--- src/rtl/trap_ctrl.sv ---
// Machine-mode trap sequencer: serialises mepc/mcause/mtval/mstatus updates on trap entry
// or mret through the shared CSR write port, then issues a one-cycle PC redirect.
module trap_ctrl #(
    parameter int unsigned DATA_BUS_WIDTH = 32,
    parameter int unsigned CSR_BUS_WIDTH  = 12
) (
    input  logic                      clk_i,
    input  logic                      rst_n_i,
    input  logic                      exc_vld_i,
    input  logic [DATA_BUS_WIDTH-1:0] exc_cause_i,
    input  logic [DATA_BUS_WIDTH-1:0] exc_pc_i,
    input  logic [DATA_BUS_WIDTH-1:0] exc_tval_i,
    input  logic                      irq_i,
    input  logic [DATA_BUS_WIDTH-1:0] irq_pc_i,
    input  logic                      mret_i,
    input  logic                      inst_csr_we_i,
    input  logic [CSR_BUS_WIDTH-1:0]  inst_csr_waddr_i,
    input  logic [DATA_BUS_WIDTH-1:0] inst_csr_wdata_i,
    input  logic [DATA_BUS_WIDTH-1:0] csr_mtvec_i,
    input  logic [DATA_BUS_WIDTH-1:0] csr_mepc_i,
    input  logic [DATA_BUS_WIDTH-1:0] csr_mstatus_i,
    output logic [CSR_BUS_WIDTH-1:0]  csr_waddr_o,
    output logic                      csr_waddr_vld_o,
    output logic [DATA_BUS_WIDTH-1:0] csr_wdata_o,
    output logic                      stall_o,
    output logic                      flush_o,
    output logic                      redirect_vld_o,
    output logic [DATA_BUS_WIDTH-1:0] redirect_pc_o
);

    typedef enum logic [2:0] {
        StIdle, StWMepc, StWMcause, StWMtval, StWMstatus, StJump
    } state_e;

    typedef enum logic {KindTrap, KindMret} kind_e;

    state_e                    state_q, state_d;
    kind_e                     kind_q, kind_d;
    logic [DATA_BUS_WIDTH-1:0] epc_q, epc_d;
    logic [DATA_BUS_WIDTH-1:0] cause_q, cause_d;
    logic [DATA_BUS_WIDTH-1:0] tval_q, tval_d;

    logic                      take_exc, take_mret, take_irq;
    logic [DATA_BUS_WIDTH-1:0] mstatus_trap, mstatus_mret;
    logic [DATA_BUS_WIDTH-1:0] tvec_base, tvec_off;

    always_ff @(posedge clk_i) begin
        if (!rst_n_i) begin
            state_q <= StIdle;
            kind_q  <= KindTrap;
            epc_q   <= '0;
            cause_q <= '0;
            tval_q  <= '0;
        end else begin
            state_q <= state_d;
            kind_q  <= kind_d;
            epc_q   <= epc_d;
            cause_q <= cause_d;
            tval_q  <= tval_d;
        end
    end

    assign take_exc  = exc_vld_i;
    assign take_mret = !exc_vld_i && mret_i;
    assign take_irq  = !exc_vld_i && !mret_i && irq_i && csr_mstatus_i[3];

    always_comb begin
        mstatus_trap        = csr_mstatus_i;
        mstatus_trap[7]     = csr_mstatus_i[3];
        mstatus_trap[3]     = 1'b0;
        mstatus_trap[12:11] = 2'b11;
        mstatus_mret        = csr_mstatus_i;
        mstatus_mret[3]     = csr_mstatus_i[7];
        mstatus_mret[7]     = 1'b1;
        mstatus_mret[12:11] = 2'b11;
        tvec_base           = {csr_mtvec_i[DATA_BUS_WIDTH-1:2], 2'b00};
        tvec_off            = DATA_BUS_WIDTH'({cause_q[4:0], 2'b00});
    end

    always_comb begin
        state_d         = state_q;
        kind_d          = kind_q;
        epc_d           = epc_q;
        cause_d         = cause_q;
        tval_d          = tval_q;
        csr_waddr_o     = '0;
        csr_waddr_vld_o = 1'b0;
        csr_wdata_o     = '0;
        stall_o         = 1'b1;
        flush_o         = 1'b0;
        redirect_vld_o  = 1'b0;
        redirect_pc_o   = '0;

        unique case (state_q)
            StIdle: begin
                stall_o = 1'b0;
                if (take_exc || take_irq) begin
                    flush_o = 1'b1;
                    kind_d  = KindTrap;
                    state_d = StWMepc;
                    epc_d   = take_exc ? exc_pc_i : irq_pc_i;
                    cause_d = take_exc ? exc_cause_i : DATA_BUS_WIDTH'(32'h8000_000B);
                    tval_d  = take_exc ? exc_tval_i : '0;
                end else if (take_mret) begin
                    flush_o = 1'b1;
                    kind_d  = KindMret;
                    state_d = StWMstatus;
                end else begin
                    csr_waddr_vld_o = inst_csr_we_i;
                    csr_waddr_o     = inst_csr_waddr_i;
                    csr_wdata_o     = inst_csr_wdata_i;
                end
            end
            StWMepc: begin
                csr_waddr_vld_o = 1'b1;
                csr_waddr_o     = CSR_BUS_WIDTH'(12'h341);
                csr_wdata_o     = epc_q;
                state_d         = StWMcause;
            end
            StWMcause: begin
                csr_waddr_vld_o = 1'b1;
                csr_waddr_o     = CSR_BUS_WIDTH'(12'h342);
                csr_wdata_o     = cause_q;
                state_d         = StWMtval;
            end
            StWMtval: begin
                csr_waddr_vld_o = 1'b1;
                csr_waddr_o     = CSR_BUS_WIDTH'(12'h343);
                csr_wdata_o     = tval_q;
                state_d         = StWMstatus;
            end
            StWMstatus: begin
                csr_waddr_vld_o = 1'b1;
                csr_waddr_o     = CSR_BUS_WIDTH'(12'h300);
                csr_wdata_o     = (kind_q == KindMret) ? mstatus_mret : mstatus_trap;
                state_d         = StJump;
            end
            StJump: begin
                redirect_vld_o = 1'b1;
                state_d        = StIdle;
                // Vectored only for mode 1 with an interrupt cause; modes 2/3 fall back to direct
                if (kind_q == KindMret) begin
                    redirect_pc_o = csr_mepc_i;
                end else if (csr_mtvec_i[1:0] == 2'b01 && cause_q[DATA_BUS_WIDTH-1]) begin
                    redirect_pc_o = tvec_base + tvec_off;
                end else begin
                    redirect_pc_o = tvec_base;
                end
            end
            default: state_d = StIdle;
        endcase

        // Nothing may reach the CSR file or the pipeline while reset is held
        if (!rst_n_i) begin
            csr_waddr_vld_o = 1'b0;
            flush_o         = 1'b0;
        end
    end

endmodule

--- config.mk ---
export PLATFORM = sky130hd
export DESIGN_NAME = trap_ctrl
export DESIGN_NICKNAME = d
export VERILOG_FILES = /design/src/rtl/trap_ctrl.sv
export SDC_FILE = /design/constraint.sdc
export NUM_CORES = 1
export LEC_CHECK = 0
export ABC_AREA = 1
export BUFFER_PORTS_ARGS = -buffer_cell sky130_fd_sc_hd__buf_2
export CAP_MARGIN = 20
export CORE_AREA = 2 2 137 139
export DETAILED_ROUTE_END_ITERATION = 10
export DIE_AREA = 0 0 139 141
export HOLD_SLACK_MARGIN = 0.1
export PLACE_DENSITY_LB_ADDON = 0.2
export SYNTH_ARGS = -nofsm -noshare
export SYNTH_HDL_FRONTEND = slang
export SYNTH_SLANG_ARGS = --single-unit
--- constraint.sdc ---
create_clock -name clk_i -period 2.5 [get_ports clk_i]
set_input_delay 0 -clock clk_i [delete_from_list [all_inputs] [get_ports clk_i]]
set_output_delay 0 -clock clk_i [all_outputs]
set_load 0.02 [all_outputs]
Yosys cells after proc, flatten, opt, wreduce, memory -nomap -nowiden:

Cells that the tools add are included.

* register bits after elaboration: 100
* input bits: 274
* output and inout bits: 80
* word-level logic and storage cells: 54

* $add $sub $neg: 1
* equal/unequal tests: 7
* muxes and demuxes: 28
* reductions and logical operators: 13

Operator list (number)
* 32-bit two-way mux: 8
* 32-bit one-hot mux with 5 select lines: 1
* 12-bit one-hot mux with 5 select lines: 1
* 32-bit by 7-bit adder with 32-bit output: 1
* 12-bit two-way mux: 2
* 3-bit one-hot mux with 5 select lines: 1
* 1-bit two-way mux: 11
* 8-bit two-way mux: 1
* 3-bit by 2-bit == test with 1-bit output, second input constant: 2
* 3-bit == test, second input constant: 2
* 3-bit two-way mux: 2
* 1-bit logical AND: 5
* 2-bit AND reduction: 2
* 4-bit OR reduction: 1
* 3-bit by 1-bit == test with 1-bit output, second input constant: 1
* 3-bit logical NOT: 1
* 3-bit != test, second input constant: 1
* 2-bit by 1-bit == test with 1-bit output, second input constant: 1
* 1-bit logical NOT: 2
* 1-bit one-hot mux with 2 select lines: 1
* 2-bit nonzero test: 1
* 1-bit logical OR: 1

Logic depth before layout (Yosys ltp):

* depth after elaboration: 8
* depth in mapped cells: 13
* mapped depth without buffers: 13

Worst setup path after synthesis:

Ideal clock, no wire load.

* path type: reg2out
* start: register cause_q[0]
* end: output redirect_pc_o[14]
* arrival: 1860 ps
* required time: 2500 ps
* setup slack: 640 ps
* cell stages (with the launch flop): 14
* path buffers: 0
* path through: dfxtp_1 ha_1 inv_1 fa_1 inv_1 nand3_1 nand3_1 nand2_1 a21oi_4 nand2_1 nand2_1 nand2_1 o21ai_1 inv_1

* cells in the longest elaborated chain, start to end: 4

Ends and longest elaborated chain
* start, declared: line 40 `logic [DATA_BUS_WIDTH-1:0] cause_q, cause_d;`
* start signal, assigned: line 58 `cause_q <= cause_d;`
* 32-bit by 7-bit adder with 32-bit output: line 145 `redirect_pc_o = tvec_base + tvec_off;`
* 32-bit two-way mux: line 144 `end else if (csr_mtvec_i[1:0] == 2'b01 && cause_q[DATA_BUS_WIDTH-1]) begin`
* 32-bit two-way mux: line 142 `if (kind_q == KindMret) begin`
* 32-bit two-way mux: line 94 `unique case (state_q)`
* end, declared: line 28 `output logic [DATA_BUS_WIDTH-1:0] redirect_pc_o`

Every way passes these cells.

Worst setup path in the final report:

* start: register cause_q[0]
* end: output redirect_pc_o[22]

Same word-level chain as after synthesis.

==> qor.csv <==
stage,metric,value,unit
outcome,status,"complete, no violations",
yosys,yosys-top-cells-count,"nand2_1 (243), nor2_1 (141), dfxtp_1 (100), a22oi_1 (71), inv_1 (62)",
worst_setup_path,critPathRequiredTime,2.50,ns
timing,setup_violations,0,
layout,syn_to_final_growth,56.6,%
yosys,synth-async-reset-ratio,0,
floorplan,rows,50,
grt,grt_usage,0.266,
routing,highest_layer,met4,
yosys,yosys-top-cells-area,"dfxtp_1 (31%), nand2_1 (14%), a22oi_1 (8.4%), nor2_1 (8.3%), o21ai_0 (4.4%)",
job,cap_violations,0,
pwr,p_leak,5.02,nW
worst_setup_path,path_buf_inv,4,
hold_path,timing.hold.worst.class,in2reg,
routing,num_vias,8541,
timing,fin_skew,0.0103,ns
yosys,synth_ff_type,dfxtp_1,
yosys,synthCells,978,
floorplan,core_area,18300,um^2
placement,dp_hpwl,19500,um
yosys,yosysTopAreaCellShare,0.315,
clock_tree,cts_root_buf,clkbuf_16,
floorplan,start_util,0.348,
floorplan,die_w,139,um
routing,first_pass_iters,5,
timing,hold_violations,0,
grt,grt_max_degree,61,
routing,wire_per_inst,16.3,um
clock_tree,insertion_delay,0.35,ns
clock_tree,clk_path_buf_depth,2,
layout,nFillCells,1844,
layout,multiInputGateArea,3820,um^2
worst_setup_path,critical_path_peak_fanout,8,
routing,drc,0,
floorplan,ios,354,
yosys,synth-seq-cells,100,
worst_setup_path,worst_path_max_delay_cell,dfxtp_4,
routing,drt-initial-drc-count,432,
worst_setup_path,cp_top_family,adder cells,
routing,ant_nets,0,
yosys,yosysUniqueCellTypes,46,
yosys,synth.most_common_cell,nand2_1,
placement,pre_cts_slack,0.321,ns
floorplan,die-area,19600,um^2
timing,slew_viol_final,0,
worst_setup_path,path_class,reg2out,
timing,finalCritPeriodShare,0.939,
clock_tree,cts_buffers,9,
yosys,synth_edf_count,0,
timing,maxSlewHeadroom,0.522,
routing,drt-total-wl,27300,um
yosys,yosysSeqAreaShare,0.315,
grt,grt_first_pass_wirelength,41900,um
placement,placed_area,8320,um^2
worst_setup_path,start_kind,flip-flop,
worst_setup_path,worstPathArrival,2.35,ns
grt,antenna_found_initial,3,
placement,place_congestion,0.874,
clock_tree,clkSinkCount,100,
yosys,synth.largest_area_cell,dfxtp_1,
layout,drive_gt1_frac,0.300,
routing,vias_per_cell,5.10,
placement,port_buffers,351,
layout,regArea,2010,um^2
layout,final_cell_area,9960,um^2
worst_setup_path,max_stage_delay,0.36,ns
routing,met2WireLength,13500,um
timing,tightest_slew,0.717,ns
timing,timing.hold.ws,0.119,ns
worst_setup_path,cp_cell_sequence,ha_4 > inv_1 > fa_2 > inv_2 > nand3_1 > nand3_2 > nand2_2 > a21oi_4 > nand2_2 > nand2_1 > nand2_1 > o21ai_1 > inv_1 > buf_2,
timing,period_needed,2.35,ns
grt,first_global_vias,8189,
floorplan,die_h,141,um
clock_tree,cts_tree,done,
timing,max_freq,426,MHz
routing,met3_length,2020,um
yosys,synth_warnings,0,
clock_tree,path_clk_slew,0.06,ns
timing,worst_slack,0.152,ns
routing,drt-met1-wl,10900,um
pwr,ir_drop,0.000490,V
clock_tree,h-tree-depth,3,
pwr,p_total,0.00688,W
yosys,syn-num-nets,1258,
layout,fin_nets,1712,
pwr,power_density,691,nW/um^2
worst_setup_path,endpoint_kind,primary output,
yosys,syn_area_per_cell,6.50,um^2
grt,grt_overflow,0,
yosys,syn_area,6360,um^2
## flip-flops by register name (all words and copies together) (netlist names)
register / cells
kind_q: 1
epc_q: 32
cause_q: 32
tval_q: 32
state_q: 3
## power by group
part / internal, W / switching, W
combinational: 0.00129 / 0.00203
sequential: 0.00192 / 0.000192
clock: 0.000788 / 0.000664
total: 0.00400 / 0.00288
## cells by family after synthesis
kind of cell / count (synthesis) / share of synthesized area
and+or+nand+nor: 487 / 0.327
adders and majority gates: 6 / 0.0130
DFF: 100 / 0.315
xor gates and xnor gates: 4 / 0.00551
buffers and inverters: 133 / 0.0915
AOI/OAI and AO/OA: 248 / 0.248
## through the flow
stage	util	cells	setup TNS [ns]
3_3_place_gp	0.456	1526	0
3_5_place_dp	0.456	1526	0
2_1_floorplan	-	978	0
5_1_grt	0.545	1673	-0.00456
6_report	0.545	1674	0
4_1_cts	0.543	1670	0
## layer usage
| layer | GRT usage | vias to the layer above |
|---|---|---|
| met3 | 0.0543 | 51 |
| met5 | 0 | - |
| met4 | 0.106 | 0 |
| li1 | - | 4240 |
| met2 | 0.475 | 383 |
| met1 | 0.313 | 3867 |
## placed cells by master (no fill, tap or decap), drive strengths merged
cell / n
o21a: 1
a21oi: 45
a22o: 17
nor2: 146
or2: 6
bufinv: 1
buf: 377
a31oi: 33
nor4: 2
diode: 3
clkbuf: 10
inv: 73
a22oi: 71
nand2: 247
xnor2: 2
xor2: 2
dfxtp: 100
clkinvlp: 1
a211oi: 3
ha: 5
o21ai: 69
nand3b: 1
a32oi: 1
nand4: 18
clkinv: 2
dlygate4sd3: 128
o2111ai: 1
nand3: 56
fa: 1
a221oi: 2
o211ai: 5
nor3: 11
## worst min-delay path: stages
cell	delay, ns
buf_2	0.11
nand2_1	0.11
inv_1	0.07
nand2_1	0.06
a21oi_1	0.06
## layout make-up
type / count / area share
inverter: 71 / 0.0275
tap: 234 / 0.0294
clock inverter: 6 / 0.00716
sequential: 100 / 0.201
timing repair buffer: 505 / 0.327
antenna: 3 / 0.000754
clock buffer: 10 / 0.0230
multi-input combinational: 745 / 0.384
## path summary, 6_finish.rpt
kind,startpoint,endpoint,slack (ns),cells after the start
worst min register to register,cause_q[12]$_SDFFE_PN0P_,cause_q[12]$_SDFFE_PN0P_,0.49,2
worst min-delay path,mret_i,kind_q$_SDFFE_PN0P_,0.12,5
worst max register to register,state_q[2]$_SDFFE_PN0P_,epc_q[15]$_SDFFE_PN0P_,0.34,9
worst max-delay path,cause_q[0]$_SDFFE_PN0P_,redirect_pc_o[22],0.15,14
## repair_timing
item	in CTS	in global routing
buffers inserted	0	1
setup endpoints to repair	4	22
hold buffers	128	0
hold endpoints to repair	96	0
pin swaps	1	1
gates resized for setup	4	9
(Power assumes the default switching activity.)
